===== config.mk =====
export PLATFORM = sky130hd
export DESIGN_NAME = prog_loader
export DESIGN_NICKNAME = d
export VERILOG_FILES = /design/src/rtl/prog_loader.sv
export SDC_FILE = /design/constraint.sdc
export NUM_CORES = 1
export LEC_CHECK = 0
export ABC_AREA = 1
export BUFFER_PORTS_ARGS = -buffer_cell sky130_fd_sc_hd__buf_2
export CAP_MARGIN = 20
export CORE_AREA = 2 2 111 113
export DETAILED_ROUTE_END_ITERATION = 7
export DIE_AREA = 0 0 113 115
export PLACE_DENSITY_LB_ADDON = 0.08
export REMOVE_ABC_BUFFERS = 1
export SYNTH_ARGS = -nofsm -noshare
export SYNTH_HDL_FRONTEND = slang
export SYNTH_SLANG_ARGS = --single-unit
export TNS_END_PERCENT = 20

===== constraint.sdc =====
create_clock -name clk -period 2.8 [get_ports clk]
set_clock_uncertainty 0.1 [all_clocks]
set_input_delay 0.28 -clock clk [delete_from_list [all_inputs] [get_ports clk]]
set_output_delay 0.28 -clock clk [all_outputs]
set_load 0.02 [all_outputs]

===== src/rtl/prog_loader.sv =====
// Purpose : UART (8N1) program loader; parses A5/len/data/checksum frames and writes data bytes to program memory.
// Latency : mem_we 1 clk after the receiver emits a byte; done/err 1 clk after the checksum byte.
// Backpress: none; serial input cannot be stalled, and every write strobe is a single cycle.
// Ports   : clk, rst (sync, active-high), rx (async serial in) -> mem_we/mem_addr/mem_din (memory write port),
//           cpu_hold (CPU reset request while loading), done/err (result pulses), busy (frame FSM not idle).
module prog_loader #(
    parameter int         CLKS_PER_BIT = 434,
    parameter int         TIMEOUT_CLKS = 5000000,
    parameter logic [9:0] BASE_ADDR    = 10'h000
) (
    input  logic       clk,
    input  logic       rst,
    input  logic       rx,
    output logic       mem_we,
    output logic [9:0] mem_addr,
    output logic [7:0] mem_din,
    output logic       cpu_hold,
    output logic       done,
    output logic       err,
    output logic       busy
);

    localparam logic [15:0] HALF_M1 = 16'((CLKS_PER_BIT / 2) - 1);
    localparam logic [15:0] BIT_M1  = 16'(CLKS_PER_BIT - 1);
    localparam logic [31:0] TMO_M1  = 32'(TIMEOUT_CLKS - 1);
    localparam logic [7:0]  SYNC    = 8'hA5;

    // ------------------------------------------------------------------
    // UART receiver
    // ------------------------------------------------------------------
    typedef enum logic [1:0] {RX_IDLE, RX_START, RX_DATA, RX_STOP} rx_state_t;

    rx_state_t   rx_state;
    logic        rx_meta;
    logic        rx_sync;
    logic        rx_prev;     // previous synchronized value, for falling-edge detection
    logic [15:0] clk_cnt;
    logic [2:0]  bit_cnt;
    logic [7:0]  shift;
    logic        byte_valid;
    logic        frame_error;

    always_ff @(posedge clk) begin
        if (rst) begin
            rx_meta     <= 1'b1;
            rx_sync     <= 1'b1;
            rx_prev     <= 1'b1;
            rx_state    <= RX_IDLE;
            clk_cnt     <= '0;
            bit_cnt     <= '0;
            shift       <= '0;
            byte_valid  <= 1'b0;
            frame_error <= 1'b0;
        end else begin
            rx_meta     <= rx;
            rx_sync     <= rx_meta;
            rx_prev     <= rx_sync;
            byte_valid  <= 1'b0;
            frame_error <= 1'b0;
            case (rx_state)
                RX_IDLE: begin
                    clk_cnt <= '0;
                    bit_cnt <= '0;
                    // Edge rather than level: after a bad stop bit the line may
                    // still be low and must not be taken as a new start bit.
                    if (!rx_sync && rx_prev) rx_state <= RX_START;
                end
                RX_START: begin
                    if (clk_cnt == HALF_M1) begin
                        clk_cnt  <= '0;
                        rx_state <= rx_sync ? RX_IDLE : RX_DATA;
                    end else begin
                        clk_cnt <= clk_cnt + 16'd1;
                    end
                end
                RX_DATA: begin
                    if (clk_cnt == BIT_M1) begin
                        clk_cnt <= '0;
                        shift   <= {rx_sync, shift[7:1]};   // LSB arrives first
                        bit_cnt <= bit_cnt + 3'd1;
                        if (bit_cnt == 3'd7) rx_state <= RX_STOP;
                    end else begin
                        clk_cnt <= clk_cnt + 16'd1;
                    end
                end
                RX_STOP: begin
                    if (clk_cnt == BIT_M1) begin
                        clk_cnt <= '0;
                        if (rx_sync) byte_valid  <= 1'b1;
                        else         frame_error <= 1'b1;
                        rx_state <= RX_IDLE;
                    end else begin
                        clk_cnt <= clk_cnt + 16'd1;
                    end
                end
                default: rx_state <= RX_IDLE;
            endcase
        end
    end

    // ------------------------------------------------------------------
    // Frame FSM
    // ------------------------------------------------------------------
    typedef enum logic [1:0] {IDLE, LEN, DATA, CSUM} fr_state_t;

    fr_state_t   fr_state;
    logic [8:0]  frame_len;   // 1..256; a length byte of 0 means 256
    logic [8:0]  idx;
    logic [7:0]  sum;
    logic [31:0] tmo_cnt;
    logic        hold;

    always_ff @(posedge clk) begin
        if (rst) begin
            fr_state  <= IDLE;
            frame_len <= '0;
            idx       <= '0;
            sum       <= '0;
            tmo_cnt   <= '0;
            hold      <= 1'b0;
            mem_we    <= 1'b0;
            mem_addr  <= '0;
            mem_din   <= '0;
            done      <= 1'b0;
            err       <= 1'b0;
        end else begin
            mem_we <= 1'b0;
            done   <= 1'b0;
            err    <= 1'b0;
            if (fr_state == IDLE) begin
                // Keeping the timer at zero here covers the reset on entry to LEN.
                tmo_cnt <= '0;
                if (byte_valid && shift == SYNC) begin
                    fr_state <= LEN;
                    hold     <= 1'b1;
                end
            end else if (frame_error || (!byte_valid && tmo_cnt == TMO_M1)) begin
                err      <= 1'b1;
                hold     <= 1'b0;
                tmo_cnt  <= '0;
                fr_state <= IDLE;
            end else if (byte_valid) begin
                tmo_cnt <= '0;
                case (fr_state)
                    LEN: begin
                        frame_len <= (shift == 8'h00) ? 9'd256 : {1'b0, shift};
                        sum       <= '0;
                        idx       <= '0;
                        fr_state  <= DATA;
                    end
                    DATA: begin
                        mem_we   <= 1'b1;
                        mem_addr <= BASE_ADDR + 10'(idx);
                        mem_din  <= shift;
                        sum      <= sum + shift;
                        idx      <= idx + 9'd1;
                        if (idx + 9'd1 == frame_len) fr_state <= CSUM;
                    end
                    CSUM: begin
                        if (shift == sum) done <= 1'b1;
                        else              err  <= 1'b1;
                        hold     <= 1'b0;
                        fr_state <= IDLE;
                    end
                    default: fr_state <= IDLE;
                endcase
            end else begin
                tmo_cnt <= tmo_cnt + 32'd1;
            end
        end
    end

    // One flop drives both so they can never disagree.
    assign cpu_hold = hold;
    assign busy     = hold;

endmodule

==> qor.csv <==
stage,metric,value,unit
routing,ant_nets,0,
power,p_leak,2.57,nW
finish,final_cell_mix,"nand2_1 (156), dfxtp_1 (115), nor2_1 (105)",
yosys,synth_edf_count,0,
clock_network,root_buffer,clkbuf_16,
finish,num-fill-cells,1107,
clock_network,h-tree-depth,4,
finish,layout-drive-gt1-share,13.1,%
floorplanning,die_area,0.0130,mm2
yosys,synth_seq_cells,115,
sta,slew_headroom,58.5,%
grt,antenna_found_initial,0,
place,dp_slack,0.627,ns
routing,avgViaCountPerCell,5.14,
worst_setup_path,r2r_cells,12,
sta,holdWs,0.316,ns
floorplanning,pin_count,26,
routing,dr.pass1.iters,7,
place,port_buffers,24,
clock_network,cts_made_buffers,17,
outcome,violations,DRC,
grt,grt_max_degree,46,
yosys,syn_area_per_cell,7.30,um2
grt,grt_overflow,0,
yosys,yosysWarnings,0,
floorplanning,chipHeight,115,um
grt,grt_pass1_wl,22500,um
finish,layout_commonest_cell,nand2_1,
yosys,synth-simple-area-share,34.5,%
floorplanning,core_area,0.0118,mm2
clock_network,cts_setup_buffers,0,
clock_network,cts.sinks,115,
clock_network,clockBufferDepth,2,
finish,antennaDiodeCount,0,
place,hpwl,9280,um
floorplanning,start_util,49.3,%
yosys,syn_inst,797,
worst_setup_path,worstSetupPathType,reg -> reg,
routing,drc,2,
yosys,synth_compound_area_share,9.61,%
worst_setup_path,reg2reg_slack,0.60,ns
finish,syn_to_final_growth,14.2,%
yosys,yosysSeqAreaShare,39.6,%
worst_setup_path,cp-end-kind,flip-flop,
worst_setup_path,r2r_end,sum[6],
worst_setup_path,cp.required,3.05,ns
floorplanning,die_w,113,um
worst_setup_path,critPathLaunch,shift[0],
power,peakVddDrop,0.000385,V
routing,vias,5038,
hold_path,hold_path.class,reg -> reg,
yosys,muxShareOfSynthArea,0,%
sta,slew_viol_final,0,
sta,finalHoldViolations,0,
run,max_cap_violations,0,
sta,setup_ws,0.598,ns
yosys,yosys.area_share.xor_xnor,3.72,%
power,power_density,598,mW/mm2
grt,grt_usage,21.7,%
place,routabilityCongestion,0.856,
sta,rsz0062_at_grt,no,
worst_setup_path,start_kind,flip-flop,
sta,tns,0,ns
clock_network,path_clk_slew,0.05,ns
yosys,synth_top_family_by_area,simple AND/OR/NAND/NOR gates,
clock_network,clock_latency,0.42,ns
yosys,ys_async_sr_fraction,0,%
yosys,ys_types,46,
yosys,synthFlopType,dfxtp_1,
outcome,status,"complete, but fails checks",
sta,period_share,78.7,%
finish,num-nets-final,843,
sta,finalSetupViolCount,0,
floorplanning,floorplan.rows,40,
worst_setup_path,arrival,2.45,ns
sta,worst_pin_slew,0.621,ns
grt,grt_pass1_vias,4836,
sta,max_freq,0.454,GHz
routing,routedWlPerCell,13.2,um
sta,finalCriticalPeriod,2.20,ns
clock_network,cts_tree,done,
worst_setup_path,reg2reg_from,shift[0],
yosys,synth_adder_area_share,4.22,%
yosys,synth_area,0.00582,mm2
routing,drtIter0Drc,320,
routing,wl,12900,um
worst_setup_path,path_max_fanout,5,
worst_setup_path,crit_end,sum[6],
-- cell usage after synthesis, types with 2 or more instances --
cell	instances	share of area, %
nor4_1	8	0.86
buf_6	2	0.39
ha_1	18	3.9
inv_1	89	5.7
o21ai_0	26	2.2
nand3_4	4	1.2
xnor2_1	7	1.1
nor3_2	3	0.52
nand3_1	54	4.6
o21ai_1	2	0.17
nand4_1	16	1.7
nand2_1	156	10
clkbuf_1	8	0.52
buf_4	3	0.39
nor2_1	105	6.8
buf_2	10	0.86
nor3b_1	4	0.52
o21a_1	2	0.26
nand2_4	2	0.39
nor3b_2	6	1.3
or2_2	5	0.54
dfxtp_1	115	40
a21oi_1	73	6.3
nand4_2	3	0.65
nand2_2	5	0.54
nor2_4	3	0.58
xor2_1	15	2.3
nor2_2	13	1.4
nor3_1	20	1.7
inv_2	4	0.26
-- layer usage --
layer	share of wire (%)	up-vias	wire length, um	track usage [%]
li1	-	2637	-	-
met1	48	2300	6220	27.8
met2	46	80	5960	35.0
met3	3.5	21	457	5.85
met4	2.3	0	303	9.11
met5	0	-	0	0
-- power by group --
| group | leakage (nW) | switching (mW) | internal (mW) | total, mW |
|---|---|---|---|---|
| clock network | 0.309 | 0.748 | 1.52 | 2.27 |
| registers | 0.927 | 0.00659 | 1.64 | 1.65 |
| logic | 1.34 | 0.0412 | 0.0169 | 0.0581 |
| total | 2.57 | 0.796 | 3.18 | 3.98 |
-- cells by family (layout without fill, tap and decap cells) --
logic type	Yosys count	after routing
adder cells (fa/ha/maj)	19	19
XOR/XNOR	23	23
other	1	1
AND/OR/NAND/NOR	413	413
flip-flops	115	115
buffers and inverters	118	154
AO/OA/AOI/OAI	108	108
-- sequential cells by signal, indices dropped and copies added (netlist names), 2 cells and up, named ones only --
name and flops:
tmo_cnt 32, clk_cnt 16, frame_len 9, idx 9, mem_addr 9, mem_din 8, shift 8, sum 8
bit_cnt 3, fr_state 2
-- layout make-up --
class / instances / area (um2) / share of cell area [%]
Clock buffer: 20 / 457 / 6.87
Clock inverter: 11 / 159 / 2.39
Inverter: 95 / 359 / 5.40
Multi-Input combinational cell: 564 / 3030 / 45.6
Sequential cell: 115 / 2300 / 34.6
Tap cell: 147 / 184 / 2.77
Timing Repair Buffer: 28 / 153 / 2.30
-- per-stage QoR --
step	power, mW	std cells	util (%)	cell area [um2]
2_1_floorplan	1.72	774	-	5690
3_3_place_gp	1.74	948	51.0	6020
3_5_place_dp	1.74	948	51.0	6020
4_1_cts	4.02	980	56.3	6650
5_1_grt	4.12	980	56.3	6650
6_report	3.98	980	56.3	6650
-- worst max-delay path: stages (launching register included) --
cell and delay, ns:
dfxtp_1 0.36, ha_1 0.24, fa_1 0.40, nand2_1 0.07, inv_1 0.04, o21ai_0 0.15
nand2_1 0.09, nand2_1 0.12, nand2_1 0.07, a21oi_1 0.16, or2_2 0.13, nand3_1 0.06
a21oi_1 0.14
-- worst min-delay path by stage --
stage / from / to / slack (ns) / cells after the start
floorplan: rst / flip-flop / 0.25 / 1
global placement: rx_meta / rx_sync / 0.30 / 1
detailed placement: rx_meta / rx_sync / 0.30 / 1
CTS: rx_meta / rx_sync / 0.32 / 1
global route: rst / mem_addr[7] / 0.36 / 3
finish: rx_meta / rx_sync / 0.32 / 1
-- repair_timing --
action,4_1_cts,5_1_grt
resized for setup,0,0
hold buffers,1,0
endpoints found under the hold margin,1,0
Note: power is estimated with default switching activity, not from simulation.
